### src/rtl/serial2parallel.sv
// Reassembles a framed serial stream into DATA_W-bit words behind a one-deep valid/ready holding register.
// Define S2P_ERR_CNT_EN to add err_cnt, a saturating count of framing errors and dropped words.
module serial2parallel #(
  parameter int DATA_W    = 8,
  parameter bit MSB_FIRST = 1'b1
) (
  input  logic              clk,
  input  logic              rst_n,
  input  logic              serial_start,
  input  logic              serial_in,
  input  logic              serial_end,
  output logic [DATA_W-1:0] parallel_out,
  output logic              out_valid,
  input  logic              out_ready,
  output logic              frame_err,
  output logic              overrun
`ifdef S2P_ERR_CNT_EN
  ,
  output logic [7:0]        err_cnt
`endif
);

  localparam int CNT_W = $clog2(DATA_W);
  localparam logic [CNT_W-1:0] LAST_IDX = CNT_W'(DATA_W - 1);

  typedef enum logic {IDLE, SHIFT} state_t;

  state_t            state_q, state_d;
  logic [CNT_W-1:0]  cnt_q, cnt_d;
  logic [DATA_W-1:0] shreg_q, shreg_d;
  logic [DATA_W-1:0] shifted;
  logic [DATA_W-1:0] parallel_out_q, parallel_out_d;
  logic              out_valid_q, out_valid_d;
  logic              frame_err_q, frame_err_d;
  logic              overrun_q, overrun_d;
  logic              word_done;

  always_comb begin
    if (MSB_FIRST) shifted = {shreg_q[DATA_W-2:0], serial_in};
    else           shifted = {serial_in, shreg_q[DATA_W-1:1]};
  end

  // cnt_q holds the index of the bit arriving this cycle while in SHIFT.
  always_comb begin
    state_d     = state_q;
    cnt_d       = cnt_q;
    shreg_d     = shreg_q;
    frame_err_d = 1'b0;
    word_done   = 1'b0;
    case (state_q)
      IDLE: begin
        if (serial_start) begin
          shreg_d = shifted;
          cnt_d   = CNT_W'(1);
          state_d = SHIFT;
        end else if (serial_end) begin
          frame_err_d = 1'b1;
        end
      end
      SHIFT: begin
        shreg_d = shifted;
        cnt_d   = cnt_q + 1'b1;
        if (serial_start) begin
          frame_err_d = 1'b1;
          cnt_d       = CNT_W'(1);
        end else if (cnt_q == LAST_IDX) begin
          state_d = IDLE;
          cnt_d   = '0;
          if (serial_end) word_done   = 1'b1;
          else            frame_err_d = 1'b1;
        end else if (serial_end) begin
          frame_err_d = 1'b1;
          state_d     = IDLE;
          cnt_d       = '0;
        end
      end
      default: begin
        state_d = IDLE;
        cnt_d   = '0;
      end
    endcase
  end

  // A completing word may reuse the register in the same cycle the pending one is taken.
  always_comb begin
    parallel_out_d = parallel_out_q;
    out_valid_d    = out_valid_q;
    overrun_d      = overrun_q;
    if (word_done) begin
      if (!out_valid_q || out_ready) begin
        parallel_out_d = shifted;
        out_valid_d    = 1'b1;
      end else begin
        overrun_d = 1'b1;
      end
    end else if (out_valid_q && out_ready) begin
      out_valid_d = 1'b0;
    end
  end

  always_ff @(posedge clk or negedge rst_n) begin
    if (!rst_n) begin
      state_q        <= IDLE;
      cnt_q          <= '0;
      shreg_q        <= '0;
      parallel_out_q <= '0;
      out_valid_q    <= 1'b0;
      frame_err_q    <= 1'b0;
      overrun_q      <= 1'b0;
    end else begin
      state_q        <= state_d;
      cnt_q          <= cnt_d;
      shreg_q        <= shreg_d;
      parallel_out_q <= parallel_out_d;
      out_valid_q    <= out_valid_d;
      frame_err_q    <= frame_err_d;
      overrun_q      <= overrun_d;
    end
  end

  assign parallel_out = parallel_out_q;
  assign out_valid    = out_valid_q;
  assign frame_err    = frame_err_q;
  assign overrun      = overrun_q;

`ifdef S2P_ERR_CNT_EN
  logic       word_drop;
  logic [7:0] err_cnt_q, err_cnt_d;

  assign word_drop = word_done && out_valid_q && !out_ready;

  always_comb begin
    err_cnt_d = err_cnt_q;
    if ((frame_err_d || word_drop) && err_cnt_q != 8'hFF) err_cnt_d = err_cnt_q + 8'd1;
  end

  always_ff @(posedge clk or negedge rst_n) begin
    if (!rst_n) err_cnt_q <= 8'h00;
    else        err_cnt_q <= err_cnt_d;
  end

  assign err_cnt = err_cnt_q;
`endif

endmodule

### config.mk
export PLATFORM = sky130hd
export DESIGN_NAME = serial2parallel
export DESIGN_NICKNAME = d
export VERILOG_FILES = /design/src/rtl/serial2parallel.sv
export SDC_FILE = /design/constraint.sdc
export NUM_CORES = 1
export LEC_CHECK = 0
export CORE_UTILIZATION = 50
export CTS_CLUSTER_SIZE = 20
export DETAILED_ROUTE_END_ITERATION = 10
export GPL_TIMING_DRIVEN = 0
export PLACE_DENSITY = 0.76
export SLEW_MARGIN = 20
export SYNTH_ARGS = -nofsm -noshare
export SYNTH_HDL_FRONTEND = slang
export SYNTH_SLANG_ARGS = --single-unit
### constraint.sdc
create_clock -name clk -period 2.9 [get_ports clk]
set_input_delay 0.58 -clock clk [delete_from_list [all_inputs] [get_ports clk]]
set_output_delay 0.58 -clock clk [all_outputs]
set_load 0.05 [all_outputs]
==> results.md, run 1 <==
* Status: complete, no violations
* Maximum vdd drop at 320.8 µV
* DRT antenna net count at 0
* Sw Pwr at between 100 and 150 µW
* Port-buffer cells at 16
* # H-tree levels at 1
* Yosys cell types at 19
* PnR worst setup slack at about 0.83 ns
* Worst hold slack at 0.4891 ns
* Cell family with most CP delay: buffers and inverters
* Die ar. at about 2100 µm²
* Row cnt at 15
* Post-synth top area cell: dfrtp_1
* Grt met2 use at 0.2543
* DR pass1 iterations at 4
* Final non-filler cell total at 110
* Worst Path Required at 2.32 ns
* Synth Instances at 65
* CP Capture Type: primary output
* Crit path cell chain: clkdlybuf4s50_1
* Core Box Area at 1764 µm²
* Later-pin clock latency in the skew report at 0.31 ns
* DRC errors left at 0
* CTS max path bufs at 2
* Setup Crit Path Kind: register to primary output
* PostCTS Resize Cnt at 0
* Period utilization at 0.7126
* Flops & latches, synth at 22
* WL/cell at ~13 µm
* Pleak at 0.5597 nW
* Iter 0 DRT Violations at 5
* Sequential power share at 0.593
* Largest fanout on the critical path at 2
* Final Skew at roughly 0.0098 ns
* Area delta synth->final at 23.92%
* Synth top area share at 0.5782
* Main area contributors after synthesis: dfrtp_1 58%, mux2_4 13%, mux2_2 8.3%
* Hold WC Path Type: register to register
* Clock tree root driver cell: clkbuf_4
* Clk pwr share at 0.286
* Slew headroom at 0.3703
* Sw Ratio at 0.2412
* Met1 Use GR at 0.2202
* Mapped cell area at 952.2 µm²
* WP buf/inv at 1
* GPL Wtd Cong at 0.8316
* I/O pin cnt at 17
* Met3 GRT Util at 0.03968
* Area after DPL at ~1100 µm²
* Dpl hpwl at 989.1 µm
* Power Dens Cells at around 490 nW/µm²
* CTS Sinks at 22
* Startpoint types: register
* CTS tree: yes
* Hold violation count in the final report at 0
* Via count at about 540
* Grt ovf at 0
* Share of cells above drive strength 1 at 0.3059
* GR peak layer: met2
* Register area share after synthesis at 0.5782
* TritonCTS Buffers at 3
* Vias in the first global route at 556
* Cells after DPL at 106
* Worst-Margin Slew at between 0.9 and 1 ns
* Mapped Nets at 75
* Logic gate share of total power at 0.121
* Starting density of the core at 0.5397
* Post-Syn Area per Cell at 14.65 µm²
* DR vias/cell at 4.918
* Largest net degree at the start of global routing at 23
* Post-CTS Setup Repair Bufs at 0
* Routed wire length at approximately 1400 µm
* Fill cells at roughly 150
* Flop-to-flop setup slack at 1.25 ns
* Internal power at 442.0 µW
* Die height at 45.64 µm
* RSZ-0062 raised after global routing: no
* Critical-path top delay cell: clkdlybuf4s50_1
* First-pass GRT wire length at about 2400 µm
* Post-CTS Hold Buffers at 0
* Final period demand of the worst path at 2.067 ns
* Setup violators final at 0
* Setup TNS at 0 ns
* Die W at 45.64 µm
* Final instance area at 1180 µm²
* CP Data Arrival Time at around 1.5 ns
* Highest clock rate at 483.9 MHz
* Worst-path clk slew at around 0.11 ns
* Max-cap violations at 0
* Dpl ws at 0.8007 ns
* Initial antenna violation count at 0
* Synth Warn # at 0
* Max-slew violations at 0
* Global Route Usage Sum at 0.1675
* Diode count at 0
* Critical Path Max Stage Delay at 0.81 ns
* Final #Nets at 96
## power by group through the flow
stage / sequential [mW] / clock (mW) / combinational, mW
floorplan: 0.358 / 0 / 0.0343
global placement: 0.350 / 0 / 0.0696
detailed placement: 0.352 / 0 / 0.0714
CTS: 0.346 / 0.169 / 0.0717
global route: 0.349 / 0.183 / 0.0778
finish: 0.346 / 0.166 / 0.0705
## cell usage after synthesis
cell type   n
dfrtp_1    22
mux2_4      8
mux2_2      7
nand2_1     5
ha_1        4
a21oi_1     3
inv_1       3
nand3_1     2
a21o_2      1
buf_6       1
clkbuf_2    1
nand2b_2    1
nand4b_4    1
nor2_1      1
nor2_2      1
nor2b_2     1
o21ai_0     1
o21bai_1    1
o41ai_1     1
## stage by stage
step                        util  power, mW
after floorplan                -     0.3926
final                     0.6688     0.5825
after global placement    0.6482     0.4200
after global routing      0.6688     0.6106
after detailed placement  0.6482     0.4234
after CTS                 0.6688     0.5861
## worst reg2reg max path, stage by stage, from the launching register on
cell,delay (ns)
dfrtp_1,0.39
ha_1,0.18
ha_1,0.22
nand4b_4,0.13
nor2b_2,0.14
buf_6,0.17
mux2_4,0.31
## routing by layer
metal | part of all wire | vias to the layer above | routed length [µm]
met5 | 0 | - | 0
met4 | 0.014 | 0 | 19
met3 | 0.042 | 2 | 59
met2 | 0.47 | 13 | 655
met1 | 0.47 | 265 | 655
li1 | - | 261 | -
## state kept, by name (all words and copies together) (netlist names)
signal,flops
cnt_q,3
out_valid,1
overrun,1
state_q,1
frame_err,1
parallel_out,8
shreg_q,7
## logic make-up (layout without fill, tap and decap cells)
group | Yosys count | in the layout | synth area share
DFF | 22 | 22 | 0.5782
adders and majority gates | 4 | 4 | 0.05256
AOI/OAI and AO/OA | 7 | 7 | 0.04730
muxes | 15 | 15 | 0.2089
buffers and inverters | 5 | 25 | 0.02890
and+or+nand+nor | 12 | 12 | 0.08410
## path summary, 6_finish.rpt
check / start / endpoint / depth (start not counted)
max reg2reg: cnt_q[0] / parallel_out[0] / 6
max in group asynchronous: rst_n / shreg_q[1] / 1
max: parallel_out[0] / parallel_out[0] / 1
min: cnt_q[0] / cnt_q[0] / 1
min in group asynchronous: rst_n / parallel_out[6] / 1
min reg2reg: cnt_q[0] / cnt_q[0] / 1
## cell type report
| class | count | area, µm² | area share |
|---|---|---|---|
| sequential | 22 | 550.5 | 0.4666 |
| multi-input combinational | 38 | 374.1 | 0.3171 |
| timing repair buffer | 16 | 160.2 | 0.1357 |
| clock buffer | 4 | 36.28 | 0.03075 |
| tap | 25 | 31.28 | 0.02651 |
| buffer | 2 | 16.27 | 0.01379 |
| inverter | 3 | 11.26 | 0.009544 |
## placed cells by master (no fill, tap or decap), types with 2 or more instances in the layout
cell and n:
inv_1 3, clkdlybuf4s50_1 16, nand3_1 2, dfrtp_1 22, ha_1 4, mux2_2 7
clkbuf_4 3, mux2_4 8, a21oi_1 3, nand2_1 5
No activity file was read; power rests on OpenSTA's default activity.
==> run 2: changes to the inputs <==
==> constraint.sdc (replaced) <==
create_clock -name clk -period 2.04 [get_ports clk]
set_input_delay 0.408 -clock clk [delete_from_list [all_inputs] [get_ports clk]]
set_output_delay 0.408 -clock clk [all_outputs]
set_load 0.05 [all_outputs]
==> results of run 2 <==
The final DEF is identical to that of run 1. Status: complete, no violations.
Among the figures that moved: setup slack after placement 0.8007 ns -> 0.1127 ns; setup slack after layout 0.8333 ns -> 0.1453 ns; register-to-register setup slack 1.25 ns -> 0.39 ns; total power 0.5825 mW -> 0.8281 mW; worst IR drop on VDD 320.8 µV -> 456.0 µV
